===== config.mk =====
export PLATFORM = sky130hd
export DESIGN_NAME = frame_sync_ctrl
export DESIGN_NICKNAME = d
export VERILOG_FILES = /design/src/rtl/frame_sync_ctrl.sv
export SDC_FILE = /design/constraint.sdc
export NUM_CORES = 1
export LEC_CHECK = 0
export CELL_PAD_IN_SITES_DETAIL_PLACEMENT = 2
export CELL_PAD_IN_SITES_GLOBAL_PLACEMENT = 2
export CORE_MARGIN = 1.5
export CORE_UTILIZATION = 30
export DETAILED_ROUTE_END_ITERATION = 8
export PLACE_DENSITY = 0.84
export SLEW_MARGIN = 5
export SYNTH_ARGS = -nofsm -noshare
export SYNTH_HDL_FRONTEND = slang
export SYNTH_SLANG_ARGS = --single-unit

===== constraint.sdc =====
create_clock -name clock -period 5.8 [get_ports clock]
set_input_delay 1.16 -clock clock [delete_from_list [all_inputs] [get_ports clock]]
set_output_delay 1.16 -clock clock [all_outputs]
set_load 0.01 [all_outputs]

===== src/rtl/frame_sync_ctrl.sv =====
// Frame scheduler between the game statemachine and the PPU: ticks the statemachine on
// each vsync falling edge and double-buffers its attributes so they change only at frame boundaries.
module frame_sync_ctrl #(
  parameter int SPRITE_W = 64,
  parameter int STATIC_W = 1,
  parameter int TIMEOUT  = 1800000,
  parameter int FCNT_W   = 16
) (
  input  logic                clock,
  input  logic                reset,
  input  logic                vsync,
  input  logic                enable,
  input  logic                clear_flags,
  output logic                sm_tick,
  input  logic                sm_done,
  input  logic [SPRITE_W-1:0] sm_sprites,
  input  logic [STATIC_W-1:0] sm_statics,
  output logic [SPRITE_W-1:0] ppu_sprites,
  output logic [STATIC_W-1:0] ppu_statics,
  output logic [FCNT_W-1:0]   frame_count,
  output logic                busy,
  output logic                overrun,
  output logic                timeout
);

  localparam int TMR_W = $clog2(TIMEOUT + 1);
  localparam logic [TMR_W-1:0] TMR_LAST = TMR_W'(TIMEOUT - 1);

  typedef enum logic [1:0] {IDLE, TICK, WAIT} state_t;

  state_t              state, state_nxt;
  logic                vsync_q;
  logic                vs_fall;
  logic [SPRITE_W-1:0] stage_sprites;
  logic [STATIC_W-1:0] stage_statics;
  logic                pending;
  logic [TMR_W-1:0]    timer;

  logic stage_load;
  logic commit_stage;
  logic commit_direct;
  logic set_overrun;
  logic set_timeout;

  // vsync_q resets low, so a vsync held high through reset never looks like an edge.
  assign vs_fall = vsync_q & ~vsync;

  always_ff @(posedge clock or posedge reset) begin
    if (reset) state <= IDLE;
    else       state <= state_nxt;
  end

  always_comb begin
    // NOTE: every signal gets a default before the case so no path leaves it unassigned (no latch).
    state_nxt     = state;
    stage_load    = 1'b0;
    commit_stage  = 1'b0;
    commit_direct = 1'b0;
    set_overrun   = 1'b0;
    set_timeout   = 1'b0;
    unique case (state)
      IDLE: begin
        if (vs_fall && enable) begin
          commit_stage = pending;
          state_nxt    = TICK;
        end
      end
      TICK: state_nxt = WAIT;
      WAIT: begin
        if (sm_done && vs_fall) begin
          // Results arrived exactly on the frame boundary: show them now and start the next frame.
          commit_direct = 1'b1;
          state_nxt     = TICK;
        end else if (sm_done) begin
          stage_load = 1'b1;
          state_nxt  = IDLE;
        end else begin
          set_overrun = vs_fall;
          if (timer == TMR_LAST) begin
            set_timeout = 1'b1;
            state_nxt   = IDLE;
          end
        end
      end
      default: state_nxt = IDLE;
    endcase
  end

  always_ff @(posedge clock or posedge reset) begin
    if (reset) begin
      // NOTE: staging and pending are cleared too, so a frame staged before reset can never reach the PPU.
      vsync_q       <= 1'b0;
      sm_tick       <= 1'b0;
      busy          <= 1'b0;
      frame_count   <= '0;
      timer         <= '0;
      stage_sprites <= '0;
      stage_statics <= '0;
      pending       <= 1'b0;
      ppu_sprites   <= '0;
      ppu_statics   <= '0;
      overrun       <= 1'b0;
      timeout       <= 1'b0;
    end else begin
      // NOTE: non-blocking assignments keep every register reading pre-edge values.
      vsync_q <= vsync;
      sm_tick <= (state_nxt == TICK);
      busy    <= (state_nxt == WAIT);

      if (vs_fall && enable) frame_count <= frame_count + FCNT_W'(1);

      if (state == TICK)      timer <= '0;
      else if (state == WAIT) timer <= timer + TMR_W'(1);

      if (stage_load) begin
        stage_sprites <= sm_sprites;
        stage_statics <= sm_statics;
        pending       <= 1'b1;
      end
      if (commit_stage) begin
        ppu_sprites <= stage_sprites;
        ppu_statics <= stage_statics;
        pending     <= 1'b0;
      end
      if (commit_direct) begin
        ppu_sprites <= sm_sprites;
        ppu_statics <= sm_statics;
        pending     <= 1'b0;
      end

      // A set event in the same cycle as clear_flags wins.
      overrun <= set_overrun | (overrun & ~clear_flags);
      timeout <= set_timeout | (timeout & ~clear_flags);
    end
  end

endmodule


==> results by group <==
Status
  • Status: complete, no violations

Power and ir drop
  • Switch Pwr: 0.00154 W
  • P_leak: 4.14 nW
  • Power Internal: 0.00311 W
  • Switching share of total power: 33.1%
  • Comb pwr share: 33.5%
  • Seq pwr share: 42.9%
  • Peak VDD IR: 180 uV
  • Pwr per Cell Area: 464 nW/um^2
  • Clk pwr share: 23.6%

Worst setup path
  • Crit path kind: primary input to flip-flop
  • Max incr delay on CP: 0.68 ns
  • Crit path arrival time: 3.77 ns
  • CP Cell Sequence: clkdlybuf4s50_1 -> and4b_4 -> buf_4 -> nor2_1 -> a311oi_1 -> and2_1
  • CP endpoint kind: flip-flop
  • CP delay by family, top: buffers and inverters
  • Bufs and invs on worst path: 2
  • CP Data Required Time: 6.16 ns
  • Critical Path Source Type: primary input
  • CP Max Fanout: 37
  • Slowest CP cell: and4b_4

CTS
  • Post-cts repair resize count: 0
  • Worst-skew pair later-pin latency: 0.42 ns
  • Clk slew on worst S/H paths: 0.07 ns
  • Root buffer cell: clkbuf_16
  • CTS Sinks: 175
  • CTS Buf Count: 17
  • Hold buffers post-CTS: 0
  • CTS tree: built
  • Max H-tree Level: 4
  • Post-CTS setup buffer count: 0
  • Clk buf depth: 2

Yosys
  • Post-Syn Area: 7580 um^2
  • Main combinational cell family by area after synthesis: multiplexers
  • Synth top area cells: dfrtp_1, mux2i_1, mux2_1
  • Syn Area/Cell: 11.9 um^2
  • Synth unique cells: 46
  • Post-synth top area share: 57.8%
  • Multiplexer share of the synthesized area: 18.8%
  • Post-synth top cells: dfrtp_1, nand2_1, o21ai_1
  • EDFF count, synth: 0
  • Post-synthesis adder-cell area fraction: 0.990%
  • Post-Synth Simple-Gate Area: 10.2%
  • Mapped Cells: 637
  • Net Count, Synth: 714
  • Async S/R FF share, synth: 100%
  • YS warnings: 0
  • Synth Area in XOR/XNOR: 2.54%
  • Count leader, synth: dfrtp_1
  • Yosys reg bits: 175
  • Register area share after synthesis: 57.8%
  • Post-synth top area cell: dfrtp_1
  • Most used DFF post-synth: dfrtp_1
  • Compound-cell area share of the yosys netlist: 6.86%

Timing
  • Min Hold Slack: 0.472 ns
  • Setup TNS: 0 ns
  • RSZ-0062 raised after global routing: no
  • Min Tclk post-route: 3.41 ns
  • Max Slew Vio Count: 0
  • Worst Skew: 0.00937 ns
  • Final Hold Fails: 0
  • Fmax: 293 MHz
  • Worst relative slew slack: 31.4%
  • Final WS setup: 2.39 ns
  • Final setup violation count: 0
  • Worst slew pin tran: 1.03 ns
  • Tcrit/Tclk final: 58.8%

Floorplan
  • FP Rows: 58
  • Die height: 162 um
  • Die width: 162 um
  • Die area: 26200 um^2
  • Initial Util: 30.4%
  • Core area: 25000 um^2
  • # IOs: 156

Final layout
  • # nets final: 860
  • Share of cells above drive strength 1: 9.80%
  • ANT cells: 0
  • Layout Utilization: 40.2%
  • Area growth, synth to finish: 32.2%
  • Final instance area: 10000 um^2

Detailed routing
  • First-pass DRT Iterations: 4
  • Residual DRC: 0
  • Vias: 5424
  • Post-DR wirelength/cell: 17.5 um
  • Routed Antenna Nets: 0
  • Drt total wl: 19.7 mm
  • Initial drt markers: 157
  • Vias per inst: 4.82

Placement
  • Placed cell area: 9470 um^2
  • Dpl hpwl: 13.6 mm
  • Pre-CTS setup slack: 1.93 ns
  • PortBufs: 155
  • RD Place Congestion: 0.719

Global routing
  • Gr usage total: 15.8%
  • First-pass GRT wire length: 32.6 mm
  • Initial antenna violation count: 0
  • Vias in the first global route: 5944
  • Largest net degree at the start of global routing: 95
  • Gr ovfl total: 0

Hold path
  • Worst hold path class: flip-flop to flip-flop

Run
  • Max_cap viols: 0
## cells in the final DEF (no fill, tap or decap), drive strengths merged, types with 7 or more instances in the layout
cell type,netlist,routed
clkdlybuf4s50,0,155
inv,16,23
mux2i,65,65
or3,8,8
mux2,69,69
nor4,7,7
a21oi,12,12
dfrtp,175,175
xnor2,16,16
nand2,75,75
nor2,16,16
o21ai,72,72
clkbuf,13,17
nand3,10,10
## stage by stage
stage / power (W) / cells
after floorplan: 0.00282 / 637
after global placement: 0.00350 / 1094
after detailed placement: 0.00361 / 1094
after CTS: 0.00474 / 1126
after global routing: 0.00498 / 1126
final: 0.00465 / 1126
## state kept, by name (all words and copies together) (netlist names), 2 cells and up
| name | cells |
|---|---|
| frame_count | 16 |
| ppu_sprites | 64 |
| state | 2 |
| stage_sprites | 64 |
| timer | 21 |
## layer usage
layer | global-route usage [%] | part of all wire, %
met3 | 3.63 | 4.3
met2 | 27.0 | 50
met1 | 20.0 | 45
met4 | 4.21 | 1.0
met5 | 0 | 0
## worst paths after layout
kind                                 start  slack, ns           endpoint  cells after the start
max in group asynchronous            reset       3.40  stage_sprites[49]                      3
min reg2reg                frame_count[15]       0.47    frame_count[15]                      1
max                                sm_done       2.39            sm_tick                      6
min                        frame_count[15]       0.47    frame_count[15]                      1
min in group asynchronous            reset       1.28    frame_count[11]                      2
max reg2reg                       state[0]       2.88            sm_tick                      7
## power groups by stage
stage               logic, W  clock network (W)  registers [W]
floorplan           0.000773                  0        0.00204
global placement     0.00151                  0        0.00199
detailed placement   0.00159                  0        0.00202
CTS                  0.00160            0.00114        0.00200
global route         0.00173            0.00118        0.00207
finish               0.00156            0.00110        0.00200
## final cells by class
class | instances | area (um^2)
clock buffers | 17 | 425
repair buffers | 161 | 1610
fillers | 2606 | 14900
clock inverters | 15 | 126
inverters | 16 | 63.8
multi-input cells | 412 | 3010
well taps | 330 | 413
flip-flops and latches | 175 | 4380
## cell families (layout without fill, tap and decap cells)
group / count (synthesis) / in the layout
compound gates: 97 / 97
mux: 134 / 134
flops: 175 / 175
xor+xnor: 22 / 22
simple gates: 153 / 153
buf+inv: 50 / 209
fa+ha+maj: 6 / 6
## worst reg2reg max path, cell delays in order (launching register included)
cell,delay (ns)
dfrtp_1,0.44
inv_1,0.11
ha_1,0.28
and4b_4,0.68
buf_4,0.69
nor2_1,0.14
a311oi_1,0.34
and2_1,0.18
(Power assumes the default switching activity.)
